## config.mk

```make
export PLATFORM = sky130hd
export DESIGN_NAME = alu_share_arbiter
export DESIGN_NICKNAME = d
export VERILOG_FILES = /design/src/rtl/alu_share_arbiter.sv
export SDC_FILE = /design/constraint.sdc
export NUM_CORES = 1
export LEC_CHECK = 0
export ABC_AREA = 1
export BUFFER_PORTS_ARGS = -buffer_cell sky130_fd_sc_hd__buf_2
export CORE_AREA = 3 3 145 147
export DETAILED_ROUTE_END_ITERATION = 8
export DIE_AREA = 0 0 148 150
export PLACE_DENSITY_LB_ADDON = 0.05
export REMOVE_ABC_BUFFERS = 1
export SYNTH_ARGS = -nofsm -noshare
export SYNTH_HDL_FRONTEND = slang
export SYNTH_SLANG_ARGS = --single-unit
```

## constraint.sdc

```tcl
create_clock -name clk -period 1.56 [get_ports clk]
set_clock_uncertainty 0.2 [all_clocks]
set_input_delay 0.234 -clock clk [delete_from_list [all_inputs] [get_ports clk]]
set_output_delay 0.234 -clock clk [all_outputs]
set_load 0.01 [all_outputs]
```

## src/rtl/alu_share_arbiter.sv

```systemverilog
// Two-port arbiter sharing one combinational integer ALU. It registers a
// response buffer per port and drains it with a valid/ready handshake.
module alu_share_arbiter #(
  parameter int unsigned FIXED_PRIO = 0,
  parameter int unsigned TAG_W      = 4
) (
  input  logic             clk,
  input  logic             rst_n,
  input  logic [1:0]       req_valid,
  output logic [1:0]       req_ready,
  input  logic [31:0]      req_op1_0,
  input  logic [31:0]      req_op1_1,
  input  logic [31:0]      req_op2_0,
  input  logic [31:0]      req_op2_1,
  input  logic [6:0]       req_opcode_0,
  input  logic [6:0]       req_opcode_1,
  input  logic [2:0]       req_funct3_0,
  input  logic [2:0]       req_funct3_1,
  input  logic [6:0]       req_funct7_0,
  input  logic [6:0]       req_funct7_1,
  input  logic [TAG_W-1:0] req_tag_0,
  input  logic [TAG_W-1:0] req_tag_1,
  output logic [31:0]      alu_op1,
  output logic [31:0]      alu_op2,
  output logic [6:0]       alu_opcode,
  output logic [2:0]       alu_funct3,
  output logic [6:0]       alu_funct7,
  input  logic [31:0]      alu_result,
  output logic [1:0]       rsp_valid,
  input  logic [1:0]       rsp_ready,
  output logic [31:0]      rsp_result_0,
  output logic [31:0]      rsp_result_1,
  output logic [TAG_W-1:0] rsp_tag_0,
  output logic [TAG_W-1:0] rsp_tag_1,
  output logic [15:0]      grant_cnt
);

  localparam int unsigned CNT_W = 16;

  logic [1:0] elig_c;
  logic [1:0] grant_c;
  logic       rr_ptr;

  // A port with a full buffer that is not draining this cycle cannot be granted.
  always_comb begin
    elig_c  = req_valid & ~(rsp_valid & ~rsp_ready);
    grant_c = 2'b00;
    case (elig_c)
      2'b01:   grant_c = 2'b01;
      2'b10:   grant_c = 2'b10;
      2'b11: begin
        if ((FIXED_PRIO != 0) || !rr_ptr) grant_c = 2'b01;
        else                              grant_c = 2'b10;
      end
      default: grant_c = 2'b00;
    endcase
    if (!rst_n) grant_c = 2'b00;
  end

  assign req_ready = grant_c;

  // The winner's fields drive the ALU. With no winner every field is 0,
  // so the ALU sees opcode 0.
  always_comb begin
    alu_op1    = '0;
    alu_op2    = '0;
    alu_opcode = '0;
    alu_funct3 = '0;
    alu_funct7 = '0;
    if (grant_c[0]) begin
      alu_op1    = req_op1_0;
      alu_op2    = req_op2_0;
      alu_opcode = req_opcode_0;
      alu_funct3 = req_funct3_0;
      alu_funct7 = req_funct7_0;
    end else if (grant_c[1]) begin
      alu_op1    = req_op1_1;
      alu_op2    = req_op2_1;
      alu_opcode = req_opcode_1;
      alu_funct3 = req_funct3_1;
      alu_funct7 = req_funct7_1;
    end
  end

  // Response buffers: a grant reloads the buffer, even when a drain happens in
  // the same cycle. A drain with no grant clears it.
  always_ff @(posedge clk or negedge rst_n) begin
    if (!rst_n) begin
      rsp_valid    <= 2'b00;
      rsp_result_0 <= '0;
      rsp_result_1 <= '0;
      rsp_tag_0    <= '0;
      rsp_tag_1    <= '0;
    end else begin
      if (grant_c[0]) begin
        rsp_valid[0] <= 1'b1;
        rsp_result_0 <= alu_result;
        rsp_tag_0    <= req_tag_0;
      end else if (rsp_ready[0]) begin
        rsp_valid[0] <= 1'b0;
      end
      if (grant_c[1]) begin
        rsp_valid[1] <= 1'b1;
        rsp_result_1 <= alu_result;
        rsp_tag_1    <= req_tag_1;
      end else if (rsp_ready[1]) begin
        rsp_valid[1] <= 1'b0;
      end
    end
  end

  // After a grant the round-robin pointer moves to the other port.
  // Cycles without a grant leave it where it is.
  always_ff @(posedge clk or negedge rst_n) begin
    if (!rst_n) begin
      rr_ptr    <= 1'b0;
      grant_cnt <= '0;
    end else begin
      if (grant_c[0])      rr_ptr <= 1'b1;
      else if (grant_c[1]) rr_ptr <= 1'b0;
      if (|grant_c) grant_cnt <= grant_cnt + CNT_W'(1);
    end
  end

endmodule

```

Word-level counts from Yosys, hierarchy flattened
Cells that the tools add are included.
{"block": "totals", "register_bits": 91, "elab_cells": 39, "in_bits": 208, "out_inout_bits": 173}
{"block": "classes", "n_addsub": 1, "n_eq_ne": 3, "bitwise_logic": 4, "n_reduce_logical": 4, "n_mux": 19}
{"cell": "$mux 32", "count": 4}
{"cell": "$mux 7", "count": 4}
{"cell": "$add 16x1->16 const B", "count": 1}
{"cell": "$mux 1", "count": 6}
{"cell": "$mux 3", "count": 2}
{"cell": "$pmux 2 s3", "count": 1}
{"cell": "$reduce_bool 2->1", "count": 3}
{"cell": "$and 2x2->2", "count": 2}
{"cell": "$eq 2x2->1 const B", "count": 2}
{"cell": "$mux 2", "count": 2}
{"cell": "$not 2->2", "count": 2}
{"cell": "$eq 2x1->1 const B", "count": 1}
{"cell": "$reduce_or 2->1", "count": 1}

Depth between registers and ports, before layout
Gate-level depths: netlist (run 1).
{"block": "depth", "ltp_word": 9, "depth_mapped": 11, "mapped_depth_nobuf": 9}

Worst setup path before layout (run 1)
No wires, ideal clock.
{"block": "synth_timing", "kind": "register to output", "from": "register rsp_valid[1]", "to": "output alu_op1[0]", "path_buffers": 2, "arrival_time_ns": 1.276, "t_required_ns": 1.126, "setup_slack_ns": -0.150, "stages_incl_launch_ff": 12, "cell_sequence": "dfrtp_1 inv_2 nor2_2 nor2_4 inv_2 nor2_4 nand2_2 inv_2 buf_6 buf_6 nand2_1 nand2_1"}
{"block": "synth_between", "elab_chain_cells": 8, "elab_cells_between_ends": 10, "classes_between": "3 x eq/ne; 4 x mux; 3 x bitwise"}
{"item": "from (decl)", "line": "29", "rtl": "output logic [1:0] rsp_valid,"}
{"item": "from (signal assigned)", "line": "89", "rtl": "rsp_valid <= 2'b00;"}
{"item": "from (signal assigned)", "line": "103", "rtl": "rsp_valid[1] <= 1'b1;"}
{"item": "from (signal assigned)", "line": "107", "rtl": "rsp_valid[1] <= 1'b0;"}
{"item": "$and 2x2->2 (*)", "line": "46", "rtl": "elig_c = req_valid & ~(rsp_valid & ~rsp_ready);"}
{"item": "$not 2->2 (*)", "line": "46"}
{"item": "$and 2x2->2 (*)", "line": "46"}
{"item": "$eq 2x2->1 / $eq 2x1->1 (equally long branches)", "line": "48", "rtl": "case (elig_c)"}
{"item": "$pmux 2 s3 (*)", "line": "48"}
{"item": "$mux 2 (*)", "line": "57", "rtl": "if (!rst_n) grant_c = 2'b00;"}
{"item": "$mux 32", "line": "76", "rtl": "end else if (grant_c[1]) begin"}
{"item": "$mux 32 (*)", "line": "70", "rtl": "if (grant_c[0]) begin"}
{"item": "to (decl)", "line": "23", "rtl": "output logic [31:0] alu_op1,"}
Every way passes the cells marked *; elsewhere a longest branch is shown, timed or not.

Worst setup path in the final report (run 1)
{"block": "layout_timing", "from": "register rsp_valid[0]", "to": "output alu_op2[5]"}
{"block": "layout_between", "elab_chain_cells": 8, "elab_cells_between_ends": 10, "classes_between": "3 x eq/ne; 4 x mux; 3 x bitwise"}
{"item": "from (signal assigned)", "line": "89"}
{"item": "from (signal assigned)", "line": "96", "rtl": "rsp_valid[0] <= 1'b1;"}
{"item": "from (signal assigned)", "line": "100", "rtl": "rsp_valid[0] <= 1'b0;"}
{"item": "$and 2x2->2 (*)", "line": "46"}
{"item": "$not 2->2 (*)", "line": "46"}
{"item": "$and 2x2->2 (*)", "line": "46"}
{"item": "$eq 2x2->1 / $eq 2x1->1 (equally long branches)", "line": "48"}
{"item": "$pmux 2 s3 (*)", "line": "48"}
{"item": "$mux 2 (*)", "line": "57"}
{"item": "$mux 32", "line": "76"}
{"item": "$mux 32 (*)", "line": "70"}
{"item": "to (decl)", "line": "24", "rtl": "output logic [31:0] alu_op2,"}
Marks and branches as above.

==> flow_summary.toml, run 1 <==
[power_and_ir_drop]
totalPowerFinal_mw = 9.36
leakage_nw = 5.42
ir_drop_v = 0.000470
power_density_mw_per_mm2 = 986

[critical_path]
worst-path-max-fanout = 7
worstPathRequired_ns = 1.13
endpoint_kind = "output port"
path_class = "flop to output port"
cp-start-kind = "flop"
worst_r2r_path_depth = 13
reg2reg_to = "rsp_tag_0[0]"
worstPathArrival_ns = 1.81
r2r_start = "rsp_valid[1]"
reg2reg_setup_slack_ns = -0.28

[timing]
finalSetupViolations = 160
slew_violations = 0
max_freq_mhz = 446
rsz0062_at_grt = "true"
period_minus_slack_ns = 2.24
finalHoldViolations = 0
relSlewSlack = 0.631
fin_crit_sh = 1.44
timing.final.ws_setup_ns = -0.681
worstMarginPinSlew_ns = 0.553

[cts]
clk_latency_ns = 0.34
cts-root-buf = "clkbuf_16"
cts_tree = "done"
cts-buffers-inserted = 9
path_clk_slew_ns = 0.07
cts_buffer_depth = 2
cts-htree-levels = 3
numClockSinks = 91

[route]
routedWlPerCell_um = 16.9
postRouteAntennaNets = 0
drt_iter0_markers = 178
first_pass_iters = 4
via_per_inst = 4.29
wirelength_mm = 24.3
vias = 6188
drc_errors = 0

[floorplan]
die-area_mm2 = 0.0222
die_h_um = 150
io_pins = 381
initial_utilization = 0.240
placementRows = 52
die_x_um = 148
core_area_mm2 = 0.0200

[grt]
grtUsageTotal = 0.205
overflow = 0
antenna_found_initial = 3
grt_pass1_vias = 6166
grt_pass1_wl_mm = 34.8
grt_max_degree = 43

[logic_synthesis]
ys_seq_area_frac = 0.474
syn_avg_cell_area_um2 = 6.97
ys_types = 21
netlist_instances = 690
syn_area_mm2 = 0.00481
ys_warn_count = 0
ys_seq_elements = 91

[cells_and_area]
fin_cells = 1441
seq_area_mm2 = 0.00228
area_growth_pct = 97.6
num-fill-cells = 2076
drive_gt1_frac = 0.525
fin_nets = 1372
layout_common_cells = "352 x buf_2, 274 x nand2_1, 92 x nand2_2"
layout_commonest_cell = "buf_2"
multi_input_area_mm2 = 0.00260

[outcome]
outcome = "finished with violations"
violations = "negative setup slack"

[min_path]
min_to = "rr_ptr"
min_from = "rst_n"
holdPathStages = 5
hp-class = "input port to flop"

[place]
io_buffers = 380
dp_hpwl_mm = 16.3
placedCellCount = 1335
gp_congestion = 0.777

[run]
timing.max_cap.violations = 0
-- final cells by class --
cell class | count | share of cell area
Timing Repair Buffer | 497 | 0.394
Multi-Input combinational cell | 513 | 0.274
Sequential cell | 91 | 0.240
Tap cell | 270 | 0.0356
Clock buffer | 11 | 0.0256
Inverter | 51 | 0.0220
Clock inverter | 5 | 0.00896
Antenna cell | 3 | 0.000791
-- synthesized netlist by cell type (all sizes together) --
| cell type | n | share of area |
|---|---|---|
| nor2 | 22 | 0.021 |
| xnor2 | 3 | 0.0055 |
| nand3 | 7 | 0.0073 |
| a21oi | 1 | 0.0010 |
| nand3b | 4 | 0.0062 |
| clkbuf | 6 | 0.0047 |
| o21ai | 78 | 0.081 |
| ha | 1 | 0.0026 |
| nand2 | 391 | 0.31 |
| xor2 | 2 | 0.0036 |
| nand4 | 4 | 0.0052 |
| buf | 29 | 0.042 |
| dfrtp | 91 | 0.47 |
| inv | 51 | 0.040 |
-- per-layer routing --
layer | up-vias | track usage | wire [um]
met5 | - | 0 | 0
met4 | 0 | 0.0762 | 743
met3 | 42 | 0.0382 | 1060
met2 | 214 | 0.366 | 12800
met1 | 2869 | 0.244 | 9760
li1 | 3063 | - | -
-- kinds of logic (layout without fill, tap and decap cells) --
group / count (synthesis) / count (layout) / synth area share
AO/OA/AOI/OAI: 79 / 79 / 0.0822
XOR/XNOR: 5 / 5 / 0.00911
adder cells (fa/ha/maj): 1 / 1 / 0.00260
buffers and inverters: 86 / 564 / 0.0864
flip-flops: 91 / 91 / 0.474
other: 0 / 3 / 0
AND/OR/NAND/NOR: 428 / 428 / 0.346
-- stage by stage --
step	setup WS (ns)	hold WS (ns)	util	setup TNS (ns)	cell area, um^2
floorplan	-1.17	-0.262	-	-119.71	4580
global placement	-0.374	-0.0116	0.356	-30.21	7140
detailed placement	-0.360	-0.0169	0.356	-31.36	7140
CTS	-0.669	0.00516	0.454	-68.80	9090
global route	-0.794	0.237	0.474	-75.69	9500
finish	-0.681	0.211	0.474	-59.80	9500
-- flip-flops by register name, summed over array words and instances, names as in the netlist --
signal / count
grant_cnt: 16
rr_ptr: 1
rsp_result_0: 32
rsp_result_1: 32
rsp_tag_0: 4
rsp_tag_1: 4
rsp_valid: 2
-- critical path: stages (launching register included) --
cell     delay, ns
dfrtp_1       0.39
inv_2         0.08
o21ai_2       0.07
nor2_2        0.14
nand2_4       0.09
inv_6         0.07
buf_12        0.10
buf_12        0.13
buf_16        0.15
nand2_2       0.05
nand2_1       0.05
buf_2         0.12
-- worst max path at each step --
stage | cells after the start | slack, ns | from | end
5_1_grt | 11 | -0.79 | rsp_valid[0] | alu_op2[5]
2_1_floorplan | 9 | -1.17 | rsp_valid[1] | alu_funct3[0]
3_3_place_gp | 9 | -0.37 | rsp_valid[0] | alu_op2[17]
3_5_place_dp | 9 | -0.36 | rsp_valid[0] | alu_op2[17]
4_1_cts | 12 | -0.67 | rsp_valid[1] | alu_op1[20]
6_report | 11 | -0.68 | rsp_valid[0] | alu_op2[5]
-- repair_timing --
item / CTS / global route
hold endpoints to repair: 80 / 2
gates resized for setup: 152 / 126
pin swaps: 5 / 15
setup buffers: 19 / 7
endpoints found under the setup margin: 158 / 166
gates cloned: 22 / 6
hold buffers: 42 / 2
-- power breakdown --
| group | internal, mW | total, mW | leakage (nW) | switching [mW] |
|---|---|---|---|---|
| Combinational | 1.75 | 3.69 | 4.12 | 1.94 |
| Clock | 1.46 | 2.42 | 0.162 | 0.957 |
| Sequential | 2.91 | 3.25 | 1.14 | 0.340 |
| Total | 6.12 | 9.36 | 5.42 | 3.23 |
Power figures use the tool's default switching activity.
==> inputs of run 2 (changes only) <==
--- a/config.mk
+++ b/config.mk
@@ -6,10 +6,12 @@
 export NUM_CORES = 1
 export LEC_CHECK = 0
 export ABC_AREA = 1
+export ABC_CLOCK_PERIOD_IN_PS = 1560
 export BUFFER_PORTS_ARGS = -buffer_cell sky130_fd_sc_hd__buf_2
 export CORE_AREA = 3 3 145 147
 export DETAILED_ROUTE_END_ITERATION = 8
 export DIE_AREA = 0 0 148 150
+export GPL_TIMING_DRIVEN = 0
 export PLACE_DENSITY_LB_ADDON = 0.05
 export REMOVE_ABC_BUFFERS = 1
 export SYNTH_ARGS = -nofsm -noshare
==> run 2 against run 1 <==
  * The run ends with negative hold slack, negative setup slack left
  * Largest power group unchanged
  * Fmax decreased by 2.5%
  * Combinational power decreased by 4%
  * Via count increased by 0.99%
  * Hold slack got worse by 0.55 ns
  * Utilization decreased by 1.1 points
  * Design area decreased by 2.3%
  * Sequential share of layout area increased by 0.55 points
==> flow_summary.toml, run 2 (same netlist as run 1, synthesis figures left out) <==
[outcome]
outcome = "finished with violations"
violations = "negative hold slack, negative setup slack"

[timing]
worstMarginPinSlew_ns = 0.807
rsz0062_at_grt = "true"
relSlewSlack = 0.462
period_minus_slack_ns = 2.30
finalHoldViolations = 33
finalSetupViolations = 168
slew_violations = 0
max_freq_mhz = 435
fin_crit_sh = 1.47
hold_slack_ns = -0.340
timing.final.ws_setup_ns = -0.739

[cells_and_area]
layout_common_cells = "344 x buf_2, 293 x nand2_1, 91 x dfrtp_1"
seq_area_mm2 = 0.00228
area_growth_pct = 93.1
fin_util = 0.463
multi_input_area_mm2 = 0.00278
fin_nets = 1359
reg_top3 = "rsp_result_0 (32), rsp_result_1 (32), grant_cnt (16)"
drive_gt1_frac = 0.493
final_area_mm2 = 0.00928
layout_commonest_cell = "buf_2"
num-fill-cells = 2106

[grt]
grt_pass1_vias = 5920
overflow = 0
grt_max_degree = 59
grtUsageTotal = 0.222
antenna_found_initial = 2
grt_pass1_wl_mm = 36.5

[cts]
cts-root-buf = "clkbuf_16"
path_clk_slew_ns = 0.07
cts_buffer_depth = 2
numClockSinks = 91
clk_latency_ns = 0.34
cts_tree = "done"
cts-buffers-inserted = 9
cts_hold_buf = 42
cts-htree-levels = 3

[route]
wirelength_mm = 26.8
postRouteAntennaNets = 0
drc_errors = 0
vias = 6249
via_per_inst = 4.38
drt_iter0_markers = 241
first_pass_iters = 5
routedWlPerCell_um = 18.8

[critical_path]
slowest_delay_ns = 0.39
path_class = "flop to output port"
worst-path-max-fanout = 7
reg2reg_setup_slack_ns = -0.65
r2r_start = "rsp_valid[1]"
worst_r2r_path_depth = 10
worstPathArrival_ns = 1.86
worstPathRequired_ns = 1.13
reg2reg_to = "grant_cnt[9]"
endpoint_kind = "output port"
crit_path_frequent_cell = "nor2_4"
cp-start-kind = "flop"
critPathSlowestCell = "dfrtp_1"
critical_path.cell_chain = "inv_2 > nor2_4 > nor2_4 > inv_2 > nor2_4 > nand2_8 > buf_16 > inv_8 > nand2_1 > nand2_1 > buf_2"

[power_and_ir_drop]
leakage_nw = 5.30
power_density_mw_per_mm2 = 995
totalPowerFinal_mw = 9.23
ir_drop_v = 0.000489

[place]
place_area_mm2 = 0.00687
io_buffers = 380
dp_hpwl_mm = 15.3
gp_congestion = 0.752

[floorplan]
core_area_mm2 = 0.0200
initial_utilization = 0.240
placementRows = 52
die-area_mm2 = 0.0222
io_pins = 381
die_h_um = 150
die_x_um = 148

[min_path]
hp-class = "input port to asynchronous set/reset pin"

[run]
timing.max_cap.violations = 0
==> run 2: cell count changes in the layout (fill, tap and decap cells not counted), moves of 9 or more <==
cell and change:
buf_12 -12, nand2_1 +19, buf_4 -10, buf_16 -14, nand2_2 -27, nand2_4 +9, nand2_8 +11
==> run 2: critical path: cells and delay by family (launching register included) <==
family / cells / cell delay [ns]
buf+inv: 5 / 0.60
simple gates: 6 / 0.50
flops: 1 / 0.39
==> run 2: per-layer routing <==
metal,wire length [um],vias to the layer above,share of wire,track usage
li1,-,3072,-,-
met1,10900,2924,0.41,0.276
met2,13700,213,0.51,0.384
met3,1310,40,0.049,0.0415
met4,883,0,0.033,0.0818
met5,0,-,0,0
==> run 2: area by class of cell <==
cell class / instances / area share
flip-flops and latches: 91 / 0.245
well taps: 270 / 0.0364
diodes: 2 / 0.000539
repair inverters: 21 / 0.0402
clock buffers: 11 / 0.0262
multi-input cells: 525 / 0.299
inverters: 51 / 0.0241
clock inverters: 5 / 0.00917
repair buffers: 451 / 0.319
==> run 2: through the flow <==
stage / setup TNS, ns / std cells / setup slack (ns)
floorplan: -119.71 / 655 / -1.17
global placement: -636.36 / 1305 / -4.11
detailed placement: -251.93 / 1307 / -2.16
CTS: -79.30 / 1413 / -0.736
global route: -89.97 / 1427 / -0.831
finish: -74.19 / 1427 / -0.739
==> run 2: how the worst max path moves through the flow <==
stage	from	endpoint	slack, ns	cells past startpoint
2_1_floorplan	rsp_valid[1]	alu_funct3[0]	-1.17	9
3_3_place_gp	rst_n	alu_op1[31]	-4.11	8
3_5_place_dp	rst_n	alu_op2[1]	-2.16	8
4_1_cts	rsp_valid[1]	alu_op2[9]	-0.74	11
5_1_grt	rsp_valid[0]	alu_op1[10]	-0.83	10
6_report	rsp_valid[1]	alu_op2[13]	-0.74	11
==> run 2: power by group <==
| part | switching, mW | internal [mW] |
|---|---|---|
| sequential | 0.385 | 2.91 |
| clock | 0.950 | 1.46 |
| combinational | 2.05 | 1.48 |
| total | 3.38 | 5.85 |
==> run 2: timing repair <==
action / in CTS / in global routing
cloned: 28 / 8
pin swaps: 14 / 25
hold endpoints to repair: 107 / 33
buffers inserted: 20 / 5
resized for setup: 134 / 149
endpoints found under the setup margin: 174 / 174
